**src/rtl/rr_arb_mux_pkg.sv**
```systemverilog
// Shared constants and types for the round-robin/fixed-select output mux.
package rr_arb_mux_pkg;

  localparam logic MODE_FIXED = 1'b0;
  localparam logic MODE_RR    = 1'b1;

  // Occupancy of the single output register.
  typedef enum logic {
    ST_EMPTY = 1'b0,
    ST_FULL  = 1'b1
  } out_state_e;

endpackage

```
**src/rtl/rr_arb_mux_grant.sv**
```systemverilog
// Combinational round-robin grant: rotate requests by ptr, pick the lowest, rotate back.
module rr_grant #(
  parameter int CH  = 4,
  parameter int CHW = 2
) (
  input  logic [CH-1:0]  req_i,
  input  logic [CHW-1:0] ptr_i,
  input  logic           en_i,
  output logic [CH-1:0]  grant_o,
  output logic [CHW-1:0] idx_o
);

  logic [CH-1:0]  rot;
  logic [CHW-1:0] off;
  logic           found;

  always_comb begin
    rot     = '0;
    off     = '0;
    found   = 1'b0;
    grant_o = '0;
    idx_o   = '0;
    for (int j = 0; j < CH; j++) begin
      rot[j] = req_i[CHW'((int'(ptr_i) + j) % CH)];
    end
    for (int j = 0; j < CH; j++) begin
      if (!found && rot[j]) begin
        found = 1'b1;
        off   = CHW'(j);
      end
    end
    // Offset in rotated space maps back to the absolute channel index.
    if (en_i && found) begin
      idx_o          = CHW'((int'(ptr_i) + int'(off)) % CH);
      grant_o[idx_o] = 1'b1;
    end
  end

endmodule

```
**src/rtl/rr_arb_mux.sv**
```systemverilog
// N-channel registered mux with valid/ready on every port; fixed-select or round-robin.
module rr_arb_mux
  import rr_arb_mux_pkg::*;
#(
  parameter  int N   = 32,
  parameter  int CH  = 4,
  localparam int CHW = $clog2(CH)
) (
  input  logic            CLK,
  input  logic            RST_N,
  input  logic [CH*N-1:0] IN_DATA,
  input  logic [CH-1:0]   IN_VALID,
  output logic [CH-1:0]   IN_READY,
  input  logic            MODE,
  input  logic [CHW-1:0]  SEL,
  output logic [N-1:0]    OUT_DATA,
  output logic [CHW-1:0]  OUT_CH,
  output logic            OUT_VALID,
  input  logic            OUT_READY,
  output out_state_e      DBG_STATE,
  output logic [CHW-1:0]  DBG_PTR
);

  // Handshake: a word moves on any port exactly when valid && ready at a rising edge.
  // Valid never depends on ready; IN_READY depends on OUT_READY combinationally.

  out_state_e     state_q;
  logic [N-1:0]   data_q;
  logic [CHW-1:0] ch_q;
  logic [CHW-1:0] ptr_q;
  logic [CHW-1:0] ptr_d;

  logic           load;
  logic [CH-1:0]  fix_req;
  logic [CH-1:0]  rr_gnt;
  logic [CHW-1:0] rr_idx;
  logic [CH-1:0]  grant;
  logic [CHW-1:0] g_idx;
  logic [N-1:0]   mux_data;

  rr_grant #(
    .CH  (CH),
    .CHW (CHW)
  ) u_grant (
    .req_i   (IN_VALID),
    .ptr_i   (ptr_q),
    .en_i    (MODE == MODE_RR),
    .grant_o (rr_gnt),
    .idx_o   (rr_idx)
  );

  assign load = (state_q == ST_EMPTY) || OUT_READY;

  always_comb begin
    // An out-of-range SEL matches no channel, so nothing is granted.
    fix_req = '0;
    for (int i = 0; i < CH; i++) begin
      if (CHW'(i) == SEL) fix_req[i] = IN_VALID[i];
    end
    if (MODE == MODE_RR) begin
      grant = rr_gnt;
      g_idx = rr_idx;
    end else begin
      grant = fix_req;
      g_idx = SEL;
    end
    mux_data = '0;
    for (int i = 0; i < CH; i++) begin
      if (grant[i]) mux_data = mux_data | IN_DATA[i*N +: N];
    end
    ptr_d = (int'(g_idx) == CH - 1) ? '0 : g_idx + 1'b1;
  end

  assign IN_READY = (RST_N && load) ? grant : '0;

  always_ff @(posedge CLK) begin
    if (!RST_N) begin
      state_q <= ST_EMPTY;
      data_q  <= '0;
      ch_q    <= '0;
      ptr_q   <= '0;
    end else if (load) begin
      if (|grant) begin
        state_q <= ST_FULL;
        data_q  <= mux_data;
        ch_q    <= g_idx;
        if (MODE == MODE_RR) ptr_q <= ptr_d;
      end else begin
        state_q <= ST_EMPTY;
      end
    end
  end

  assign OUT_DATA  = data_q;
  assign OUT_CH    = ch_q;
  assign OUT_VALID = (state_q == ST_FULL);
  assign DBG_STATE = state_q;
  assign DBG_PTR   = ptr_q;

endmodule

```
**config.mk**
```make
export PLATFORM = sky130hd
export DESIGN_NAME = rr_arb_mux
export DESIGN_NICKNAME = d
export VERILOG_FILES = /design/src/rtl/rr_arb_mux_pkg.sv /design/src/rtl/rr_arb_mux_grant.sv /design/src/rtl/rr_arb_mux.sv
export SDC_FILE = /design/constraint.sdc
export NUM_CORES = 1
export LEC_CHECK = 0
export CELL_PAD_IN_SITES_DETAIL_PLACEMENT = 2
export CELL_PAD_IN_SITES_GLOBAL_PLACEMENT = 2
export CORE_MARGIN = 1.5
export CORE_UTILIZATION = 22
export DETAILED_ROUTE_END_ITERATION = 10
export PLACE_DENSITY = 0.8
export SYNTH_ARGS = -nofsm -noshare
export SYNTH_HDL_FRONTEND = slang
export SYNTH_SLANG_ARGS = --single-unit
```
**constraint.sdc**
```tcl
create_clock -name CLK -period 3.7 [get_ports CLK]
set_input_delay 0.74 -clock CLK [delete_from_list [all_inputs] [get_ports CLK]]
set_output_delay 0.74 -clock CLK [all_outputs]
set_load 0.02 [all_outputs]
```
==> results.tsv <==
stage	metric	value	unit
outcome	status	finished clean	
grt	GRT overflow	0	
critical_path	CP Cell Sequence	buf_6, buf_6, buf_12, buf_4, nor4_2, a211o_1, ha_4, xnor2_2, or3_4, and2_4, a32o_2, buf_6	
power	Clk network pwr share	15.9	%
die	Chip Height	131	microns
layout	filler instances	1746	
layout	Net count, final	730	
synth	post-synthesis register bit count	37	
die	Die X	131	microns
synth	EDFF count, synth	0	
synth	syn_nets	554	
clock_tree	Clock H-tree levels	2	
job	Max Cap Viol	0	
grt	first-pass GRT wire length	27.1	mm
synth	sequential-to-total area share from yosys stat	20.6	%
power	Reg power frac	21.9	%
layout	# diodes	0	
power	PwrDens	445	nW/um^2
route	DR vias	4272	
power	Comb power frac	62.2	%
layout	Finished Layout Cells	808	
synth	area leader, netlist	dfxtp_1	
clock_tree	CTS tree	done	
synth	library cells used by synthesis	46	
die	core area	15900	sq um
clock_tree	cts bufs inserted	5	
power	Max rail drop VDD	0.186	mV
synth	Post-synth top flop	dfxtp_1	
route	TritonRoute pass-1 iters	4	
timing	Slew headroom	57.3	%
clock_tree	clk sink count	37	
route	DRC violations left	0	
timing	unrepaired setup endpoints after global routing	true	
placed_design	placed cell areas	5730	sq um
layout	utilization after layout	37.4	%
synth	Mapped Cells	415	
synth	dominant cells by area after synthesis	dfxtp_1 (21%), a22oi_1 (13%), o221ai_2 (13%), mux2_2 (10%), mux2i_1 (9.7%)	
critical_path	worst stage delay on the critical path	420	ps
power	Sw Ratio	41.8	%
die	starting density of the core	22.6	%
timing	Setup-failing EPs final	0	
clock_tree	hold buffers post-CTS	0	
layout	layout cells sized above 1	23.8	%
critical_path	Worst Setup End Kind	primary output	
layout	FF+latch area	741	sq um
route	Antenna Nets Post-Route	0	
layout	Synth-to-Final Area Change	65.3	%
critical_path	CP Max Fanout	3	
clock_tree	CTS Buffer Depth	2	
timing	Worst Max-Slew Pin Slew	641	ps
timing	final period utilization	99.6	%
route	DR iter-0 viols	101	
synth	Avg Synthesized Cell Area	8.68	sq um
placed_design	port bufs	179	
die	die area	17200	sq um
clock_tree	CTS clk-pin slew, worst paths	60	ps
placed_design	DP HPWL	12.9	mm
clock_tree	clk root buf	clkbuf_16	
die	I/O Pins	180	
power	leak pwr	2.04	nW
placed_design	Placed Instances	795	
grt	initial antenna violation count	0	
critical_path	WP data arrival	2940	ps
layout	footprint of the multi-input gates	2700	sq um
grt	GRT Total Usage	20.5	%
placed_design	Final Wtd Congestion	0.823	
timing	Clock Skew	4.18	ps
critical_path	cell mode on critical path	buf_6	
critical_path	CP Class	in2out	
power	Sw Pwr	1.11	mW
critical_path	Critical Path Source Type	input pin	
layout	Design Area, Final	5960	sq um
timing	final hold slack	483	ps
timing	Hold Fails Final Rpt	0	
power	Int Power	1.54	mW
synth	synth warn	0	
grt	vias in the first global route	5020	
timing	maximum operating frequency	0.271	GHz
hold_path	path type of the worst min-delay path	reg2reg	
route	routed len/inst	22.1	microns
critical_path	CP max-delay cell	or3_4	
timing	Slew Viols, Final	0	
timing	min Tclk post-route	3680	ps
clock_tree	Worst-Skew Late Latency	280	ps
route	Routed WL	17.8	mm
route	via density per instance	5.29	
grt	largest net degree at the start of global routing	37	
synth	fraction of registers with async set/reset	0	%
synth	Cell Area, Synth	3600	sq um
synth	Synth top area share	20.6	%
synth	top-count cell post-synth	a21oi_1	
die	site row count	46	
critical_path	Worst Path Required	2960	ps
synth	most instantiated cells after synthesis	a21oi_1 (67), a22oi_1 (64), nand2_1 (41)	
-- registers in the layout (all words and copies together), names as in the netlist --
signal	count
DBG_PTR	2
DBG_STATE	1
OUT_CH	2
OUT_DATA	32
-- repair_timing --
action | CTS | global route
buffers inserted | 2 | 3
setup endpoints to repair | 4 | 4
gates resized for setup | 29 | 18
pin swaps | 1 | 8
-- cell type report --
cell class / count / share of cell area (%)
inverters: 2 / 0.126
repair buffers: 216 / 35.3
well taps: 216 / 4.54
clock inverters: 2 / 0.168
multi-input cells: 329 / 45.3
flip-flops and latches: 37 / 12.4
clock buffers: 6 / 2.16
-- layer usage --
metal / vias to the layer above / part of all wire (%) / GRT usage [%]
met5: - / 0 / 0
met4: 0 / 0.68 / 3.94
met3: 8 / 4.6 / 3.50
met2: 132 / 54 / 40.6
met1: 2156 / 41 / 22.8
li1: 1976 / - / -
-- cell families (layout without fill, tap and decap cells) --
logic type | after synthesis | after routing | synth area share (%)
flops | 37 | 37 | 20.6
compound gates | 184 | 184 | 41.7
simple gates | 75 | 75 | 9.79
fa+ha+maj | 1 | 1 | 0.347
xor+xnor | 2 | 2 | 0.486
mux | 67 | 67 | 19.7
buf+inv | 49 | 226 | 7.36
-- cells in the final DEF (no fill, tap or decap), drive strengths merged, types with 3 or more instances in the layout --
cell           count
and2               3
buf               42
mux2              32
dfxtp             37
nand2             41
clkbuf             8
a22oi             64
nand2b             4
nor2              14
a21oi             67
o221ai            33
o21ai              4
clkdlybuf4s50    171
mux2i             35
-- metrics by stage --
| stage | TNS [ps] | setup slack, ps | total power [mW] |
|---|---|---|---|
| floorplan | 0 | 82.5 | 1.58 |
| global placement | -2470 | -637 | 2.16 |
| detailed placement | -2880 | -748 | 2.22 |
| CTS | 0 | 3.13 | 2.67 |
| global route | -50.9 | -50.9 | 2.80 |
| finish | 0 | 16.5 | 2.65 |
-- power by group through the flow --
stage          Sequential (mW)  Combinational [mW]  Clock (mW)
2_1_floorplan            0.686               0.893           0
3_3_place_gp             0.580                1.58           0
3_5_place_dp             0.585                1.63           0
4_1_cts                  0.580                1.64       0.444
5_1_grt                  0.593                1.75       0.454
6_report                 0.581                1.65       0.422
-- critical path, delay by kind of cell --
kind                       cells  cell delay, ps
and+or+nand+nor                3             900
xor gates and xnor gates       1              80
AOI/OAI and AO/OA              2             480
adders and majority gates      1             170
buffers and inverters          5             590
-- worst paths after layout --
path	startpoint	endpoint	slack, ps	cells after the start
worst max-delay path	IN_VALID[0]	IN_READY[0]	20	12
worst min-delay path	OUT_DATA[11]$_SDFFE_PN0P_	OUT_DATA[11]$_SDFFE_PN0P_	480	2
worst max register to register	DBG_PTR[0]$_SDFFE_PN0P_	OUT_DATA[12]$_SDFFE_PN0P_	710	11
worst min register to register	OUT_DATA[11]$_SDFFE_PN0P_	OUT_DATA[11]$_SDFFE_PN0P_	480	2
No activity file was read; power rests on OpenSTA's default activity.
